`src/rtl/keypad_scanner_if.sv`:
```
// Keypad scanner signal bundle: raw column sense in, row drive and debounced key code out.
interface keypad_scanner_if;
    logic [2:0] col_sense_in;
    logic [3:0] row_drive_out;
    logic [2:0] coluna_out;
    logic [3:0] linha_out;
    logic       key_valid_out;
    logic       key_strobe_out;
    logic [3:0] key_code_out;

    // scanner side
    modport master (
        input  col_sense_in,
        output row_drive_out, coluna_out, linha_out,
               key_valid_out, key_strobe_out, key_code_out
    );

    // keypad / consumer side
    modport slave (
        output col_sense_in,
        input  row_drive_out, coluna_out, linha_out,
               key_valid_out, key_strobe_out, key_code_out
    );
endinterface

```
`src/rtl/keypad_scanner.sv`:
```
// 4x3 matrix keypad scanner: row-at-a-time drive, per-sweep classification,
// sweep-granular debounce FSM with latched one-hot row/column and key code.
module keypad_scanner #(
    parameter int SCAN_DIV     = 1000,
    parameter int DEBOUNCE_CNT = 4
) (
    input  logic              clock_in,
    input  logic              reset_in,
    keypad_scanner_if.master  bus
);
    localparam int DIV_W = $clog2(SCAN_DIV);
    localparam int CNT_W = $clog2(DEBOUNCE_CNT + 1);
    localparam logic [CNT_W-1:0] CNT_MAX = CNT_W'(DEBOUNCE_CNT);

    typedef enum logic [1:0] {S_IDLE, S_CAND, S_PRESS, S_REL} state_t;

    logic [2:0]       r_sync1, r_sync2;
    logic [DIV_W-1:0] r_div;
    logic [1:0]       r_row;
    logic [3:0]       r_row_drive;
    logic [3:0][2:0]  r_acc;          // one column sample per row, overwritten each sweep
    logic             r_sweep_done;   // high on the clock after the row-3 sample

    state_t           r_state, w_next_state;
    logic [CNT_W-1:0] r_cnt, w_next_cnt, w_cnt_inc;
    logic [1:0]       r_cand_row, w_next_cand_row;
    logic [2:0]       r_cand_col, w_next_cand_col;

    logic [2:0]       r_coluna;
    logic [3:0]       r_linha;
    logic             r_valid, r_strobe;
    logic [3:0]       r_code;

    logic [3:0]       w_nbits;
    logic [1:0]       w_key_row, w_row_nxt, w_col_idx;
    logic [2:0]       w_key_col;
    logic [3:0]       w_key_code;
    logic             w_empty, w_single, w_same;
    logic             w_load, w_clear;

    assign w_row_nxt = r_row + 2'd1;

    // Column synchronizer and row scan: dwell, sample, advance
    always_ff @(posedge clock_in) begin
        if (reset_in) begin
            r_sync1      <= '0;
            r_sync2      <= '0;
            r_div        <= '0;
            r_row        <= '0;
            r_row_drive  <= 4'b1000;
            r_acc        <= '0;
            r_sweep_done <= 1'b0;
        end else begin
            r_sync1      <= bus.col_sense_in;
            r_sync2      <= r_sync1;
            r_sweep_done <= 1'b0;
            if (r_div == DIV_W'(SCAN_DIV - 1)) begin
                r_div        <= '0;
                r_acc[r_row] <= r_sync2;
                r_row        <= w_row_nxt;
                r_row_drive  <= 4'b1000 >> w_row_nxt;
                r_sweep_done <= (r_row == 2'd3);
            end else begin
                r_div <= r_div + DIV_W'(1);
            end
        end
    end

    // Classify the completed sweep; with exactly one bit set, row/col name the key
    always_comb begin
        w_nbits   = '0;
        w_key_row = '0;
        w_key_col = '0;
        for (int r = 0; r < 4; r++) begin
            for (int c = 0; c < 3; c++)
                if (r_acc[r][c]) w_nbits = w_nbits + 4'd1;
            if (r_acc[r] != 3'b000) begin
                w_key_row = 2'(r);
                w_key_col = r_acc[r];
            end
        end
        case (w_key_col)
            3'b100:  w_col_idx = 2'd0;
            3'b010:  w_col_idx = 2'd1;
            default: w_col_idx = 2'd2;
        endcase
    end

    assign w_empty    = (w_nbits == 4'd0);
    assign w_single   = (w_nbits == 4'd1);
    assign w_same     = (w_key_row == r_cand_row) && (w_key_col == r_cand_col);
    assign w_key_code = {2'b00, w_key_row} * 4'd3 + {2'b00, w_col_idx} + 4'd1;
    assign w_cnt_inc  = (r_cnt >= CNT_MAX) ? CNT_MAX : r_cnt + CNT_W'(1);

    // FSM state register
    always_ff @(posedge clock_in) begin
        if (reset_in) begin
            r_state    <= S_IDLE;
            r_cnt      <= '0;
            r_cand_row <= '0;
            r_cand_col <= '0;
        end else begin
            r_state    <= w_next_state;
            r_cnt      <= w_next_cnt;
            r_cand_row <= w_next_cand_row;
            r_cand_col <= w_next_cand_col;
        end
    end

    // FSM next state: evaluated once per sweep
    always_comb begin
        w_next_state    = r_state;
        w_next_cnt      = r_cnt;
        w_next_cand_row = r_cand_row;
        w_next_cand_col = r_cand_col;
        if (r_sweep_done) begin
            case (r_state)
                S_IDLE: if (w_single) begin
                    w_next_cand_row = w_key_row;
                    w_next_cand_col = w_key_col;
                    w_next_cnt      = CNT_W'(1);
                    w_next_state    = (DEBOUNCE_CNT == 1) ? S_PRESS : S_CAND;
                end
                S_CAND: begin
                    if (w_single && w_same) begin
                        w_next_cnt = w_cnt_inc;
                        if (w_cnt_inc == CNT_MAX) w_next_state = S_PRESS;
                    end else if (w_single) begin
                        w_next_cand_row = w_key_row;
                        w_next_cand_col = w_key_col;
                        w_next_cnt      = CNT_W'(1);
                        if (DEBOUNCE_CNT == 1) w_next_state = S_PRESS;
                    end else begin
                        w_next_cnt   = '0;
                        w_next_state = S_IDLE;
                    end
                end
                S_PRESS: if (w_empty) begin
                    if (DEBOUNCE_CNT == 1) begin
                        w_next_cnt   = '0;
                        w_next_state = S_IDLE;
                    end else begin
                        w_next_cnt   = CNT_W'(1);
                        w_next_state = S_REL;
                    end
                end
                default: begin // S_REL
                    if (w_empty) begin
                        w_next_cnt = w_cnt_inc;
                        if (w_cnt_inc == CNT_MAX) begin
                            w_next_cnt   = '0;
                            w_next_state = S_IDLE;
                        end
                    end else begin
                        w_next_state = S_PRESS;
                    end
                end
            endcase
        end
    end

    // FSM outputs: latch on fresh acceptance, clear on return to idle
    always_comb begin
        w_load  = (w_next_state == S_PRESS) && ((r_state == S_IDLE) || (r_state == S_CAND));
        w_clear = (w_next_state == S_IDLE) && ((r_state == S_PRESS) || (r_state == S_REL));
    end

    // Registered key outputs and one-clock accept strobe
    always_ff @(posedge clock_in) begin
        if (reset_in) begin
            r_coluna <= '0;
            r_linha  <= '0;
            r_valid  <= 1'b0;
            r_strobe <= 1'b0;
            r_code   <= '0;
        end else begin
            r_strobe <= w_load;
            if (w_load) begin
                r_coluna <= w_key_col;
                r_linha  <= 4'b1000 >> w_key_row;
                r_valid  <= 1'b1;
                r_code   <= w_key_code;
            end else if (w_clear) begin
                r_coluna <= '0;
                r_linha  <= '0;
                r_valid  <= 1'b0;
                r_code   <= '0;
            end
        end
    end

    assign bus.row_drive_out  = r_row_drive;
    assign bus.coluna_out     = r_coluna;
    assign bus.linha_out      = r_linha;
    assign bus.key_valid_out  = r_valid;
    assign bus.key_strobe_out = r_strobe;
    assign bus.key_code_out   = r_code;
endmodule

```
`src/flat_wrapper.sv`:
```
// flat-port wrapper written by rule: the top's interface ports become plain ports
module keypad_scanner_flat 
#(
    parameter int SCAN_DIV     = 1000,
    parameter int DEBOUNCE_CNT = 4
)
  (clock_in, reset_in, bus_col_sense_in, bus_row_drive_out, bus_coluna_out, bus_linha_out, bus_key_valid_out, bus_key_strobe_out, bus_key_code_out);
  keypad_scanner_if bus_i ();
  input  logic clock_in;
  input  logic reset_in;
  input wire logic [$bits(bus_i.col_sense_in)-1:0] bus_col_sense_in;
  output wire logic [$bits(bus_i.row_drive_out)-1:0] bus_row_drive_out;
  output wire logic [$bits(bus_i.coluna_out)-1:0] bus_coluna_out;
  output wire logic [$bits(bus_i.linha_out)-1:0] bus_linha_out;
  output wire logic [$bits(bus_i.key_valid_out)-1:0] bus_key_valid_out;
  output wire logic [$bits(bus_i.key_strobe_out)-1:0] bus_key_strobe_out;
  output wire logic [$bits(bus_i.key_code_out)-1:0] bus_key_code_out;
  assign bus_i.col_sense_in = bus_col_sense_in;
  assign bus_row_drive_out = bus_i.row_drive_out;
  assign bus_coluna_out = bus_i.coluna_out;
  assign bus_linha_out = bus_i.linha_out;
  assign bus_key_valid_out = bus_i.key_valid_out;
  assign bus_key_strobe_out = bus_i.key_strobe_out;
  assign bus_key_code_out = bus_i.key_code_out;
  keypad_scanner #(.SCAN_DIV(SCAN_DIV), .DEBOUNCE_CNT(DEBOUNCE_CNT)) u_core (.clock_in(clock_in), .reset_in(reset_in), .bus(bus_i));
endmodule
```
`config.mk`:
```
export PLATFORM = sky130hd
export DESIGN_NAME = keypad_scanner_flat
export DESIGN_NICKNAME = d
export VERILOG_FILES = /design/src/rtl/keypad_scanner_if.sv /design/src/rtl/keypad_scanner.sv /design/src/flat_wrapper.sv
export SDC_FILE = /design/constraint.sdc
export NUM_CORES = 1
export LEC_CHECK = 0
export ABC_CLOCK_PERIOD_IN_PS = 11700
export BUFFER_PORTS_ARGS = -buffer_cell sky130_fd_sc_hd__buf_2
export CORE_MARGIN = 5
export CORE_UTILIZATION = 50
export CTS_CLUSTER_SIZE = 24
export DETAILED_ROUTE_END_ITERATION = 7
export PLACE_DENSITY = 0.65
export SYNTH_ARGS = -nofsm -noshare
export SYNTH_HDL_FRONTEND = slang
export SYNTH_SLANG_ARGS = --single-unit
```
`constraint.sdc`:
```
create_clock -name clock_in -period 11.7 [get_ports clock_in]
set_clock_uncertainty 0.05 [all_clocks]
set_input_delay 2.34 -clock clock_in [delete_from_list [all_inputs] [get_ports clock_in]]
set_output_delay 2.34 -clock clock_in [all_outputs]
set_load 0.03 [all_outputs]
```
==> impl_metrics.json <==
{
  "place_ws_ns": 3.60,
  "cp-end-kind": "flip-flop",
  "start_util_pct": 51.7,
  "grt_max_degree": 43,
  "fmax_mhz": 122,
  "synth.top_cell.area_share_pct": 30.8,
  "cts.sinks": 58,
  "cellPowerDensity_mw_per_mm2": 98.9,
  "core_area_mm2": 0.00729,
  "r2r_setup_slack_ns": 3.50,
  "tightestPinTransition_ns": 0.777,
  "globalplace.congestion": 0.896,
  "synth_cell_types": 66,
  "synth_warnings": 0,
  "setup_ws_ns": 3.50,
  "grt_pass1_vias": 2955,
  "final_nets": 490,
  "synthTopCellsByArea": "dfxtp_1 31%, ha_1 8.6%, nand2_1 5.0%",
  "outcome": "finished clean",
  "cts_buffer_depth": 2,
  "cpMaxStageDelayCell": "a211oi_4",
  "drt-wirelength-per-cell_um": 13.4,
  "cp_num_buf_inv": 3,
  "port_buffers": 21,
  "drt_pass1_iterations": 5,
  "cts-root-buf": "clkbuf_8",
  "ir_drop_uv": 114,
  "hp-class": "reg -> reg",
  "crit_arrival_ns": 8.37,
  "synth_top_area_cell": "dfxtp_1",
  "setup_violations": 0,
  "syn-cell-area_mm2": 0.00377,
  "drc": 0,
  "finalHoldViolations": 0,
  "grt_setup_unrepaired": "false",
  "area_delta_synth_final_pct": 9.26,
  "post_cts_resized": 0,
  "numCtsBuffers": 9,
  "final_max_slew_viol_count": 0,
  "combPwrFrac_pct": 1.6,
  "synth-edff-count": 0,
  "post-dp-hpwl_mm": 5.59,
  "die_area_mm2": 0.00937,
  "drt-initial-drc-count": 183,
  "antenna_cells": 0,
  "final_area_mm2": 0.00412,
  "maxCapViolations": 0,
  "crit_fanout": 13,
  "cts_max_level": 3,
  "viasPerCell": 5.50,
  "cp_common_cell": "ha_1",
  "syn_area_per_cell_um2": 8.47,
  "switchingPower_uw": 81.5,
  "synth_most_common_cell": "dfxtp_1",
  "ys_async_sr_fraction_pct": 0,
  "antenna_found_initial": 0,
  "grt_pass1_wl_mm": 13.1,
  "syn_inst": 445,
  "switching_share_pct": 20.0,
  "min_period_ns": 8.20,
  "clockPowerShare_pct": 49.1,
  "synthTopCellsByCount": "58 x dfxtp_1, 50 x nand2_1, 34 x nor2_1",
  "synth-seq-area-share_pct": 30.8,
  "synth_nets": 478,
  "slew_headroom_pct": 48.2,
  "ant_nets": 0,
  "grt_overflow": 0,
  "cts.clk_slew.worst_paths_ns": 0.07,
  "finalSetupTns_ns": 0,
  "synth_seq_cells": 58,
  "cpPeakStageDelay_ns": 0.59,
  "ioPinCount": 22,
  "drt_wl_total_mm": 7.53,
  "synth_ff_type": "dfxtp_1",
  "internal_power_uw": 326,
  "crit_family": "adder cells",
  "grt_usage_pct": 16.3,
  "cts_setup_buffers": 0,
  "whs_ns": 0.389,
  "worstPathRequired_ns": 11.88,
  "pwr-share-seq_pct": 49.3,
  "critPathKind": "reg -> reg",
  "drive_gt1_share_pct": 13.6,
  "finish.utilization_pct": 56.5,
  "rows": 31,
  "period_share_pct": 70.1,
  "place_area_mm2": 0.00390,
  "cts_hold_buf": 0,
  "cts_tree": "done",
  "cp-start-kind": "flip-flop",
  "fp.dieW_um": 96.8,
  "via_count": 3086,
  "clk_latency_ns": 0.34,
  "leakagePower_nw": 1.68,
  "die_y_um": 96.8
}
## cell families (layout without fill, tap and decap cells)
family | Yosys count | in the layout | synth area share [%]
buf+inv | 48 | 65 | 5.64
flops | 58 | 58 | 30.8
fa+ha+maj | 28 | 28 | 9.69
xor+xnor | 38 | 38 | 10.9
simple gates | 159 | 159 | 20.5
compound gates | 103 | 103 | 19.5
mux | 11 | 11 | 3.02
## area by class of cell
cell class | instances | area (um^2)
fillers | 721 | 3170
multi-input cells | 339 | 2400
flip-flops and latches | 58 | 1160
clock buffers | 10 | 138
well taps | 99 | 124
repair buffers | 22 | 113
inverters | 27 | 101
clock inverters | 6 | 80.1
## power by group through the flow
stage	logic, mW	clock network (mW)	registers (mW)
final	0.00663	0.200	0.201
after detailed placement	0.00670	0	0.205
after global placement	0.00632	0	0.205
after floorplan	0.00536	0	0.205
after global routing	0.00754	0.214	0.201
after CTS	0.00681	0.206	0.201
## flip-flops by register name, indices dropped and copies added, names as in the netlist, 4 cells and up
register / cells
u_core.r_div: 10
u_core.r_acc: 12
u_core.bus.row_drive_out: 4
u_core.bus.key_code_out: 4
u_core.bus.linha_out: 4
## routing by layer
metal	share of wire, %	track usage [%]	vias up
met5	0	0	-
met4	1.9	6.70	0
met1	49	21.8	1450
li1	-	-	1573
met3	3.1	2.95	10
met2	46	25.8	53
## worst paths after layout
check	to	cells past startpoint	startpoint
max	u_core.bus.linha_out[3]$_SDFFE_PP0P_	34	u_core.r_acc[0]$_SDFFE_PP0P_
min	u_core.r_sync2[1]$_SDFF_PP0_	1	u_core.r_sync1[1]$_SDFF_PP0_
max reg2reg	u_core.bus.linha_out[3]$_SDFFE_PP0P_	34	u_core.r_acc[0]$_SDFFE_PP0P_
min reg2reg	u_core.r_sync2[1]$_SDFF_PP0_	1	u_core.r_sync1[1]$_SDFF_PP0_
## cell usage in the layout (no fill, tap or decap), types with 9 or more instances in the layout
cell type	count
inv_1	27
xnor2_1	16
clkbuf_8	10
nand2_1	50
nand3_1	20
o21ai_0	16
xor2_1	17
buf_2	21
nor3_1	9
ha_1	26
dfxtp_1	58
nor2_1	34
a21oi_1	32
## through the flow
| stage | std cells | power [mW] |
|---|---|---|
| after CTS | 561 | 0.414 |
| after global routing | 561 | 0.422 |
| after global placement | 545 | 0.211 |
| after detailed placement | 545 | 0.212 |
| after floorplan | 445 | 0.210 |
| final | 561 | 0.407 |
## worst register-to-register path, delay by kind of cell, from the launching register on
kind                     cells  cell delay (ns)
AND/OR/NAND/NOR              8             1.34
multiplexers                 3             0.83
adder cells (fa/ha/maj)      9             2.63
XOR/XNOR                     1             0.21
buffers and inverters        3             0.19
flip-flops                   1             0.38
AO/OA/AOI/OAI               10             2.41
No activity file was read; power rests on OpenSTA's default activity.
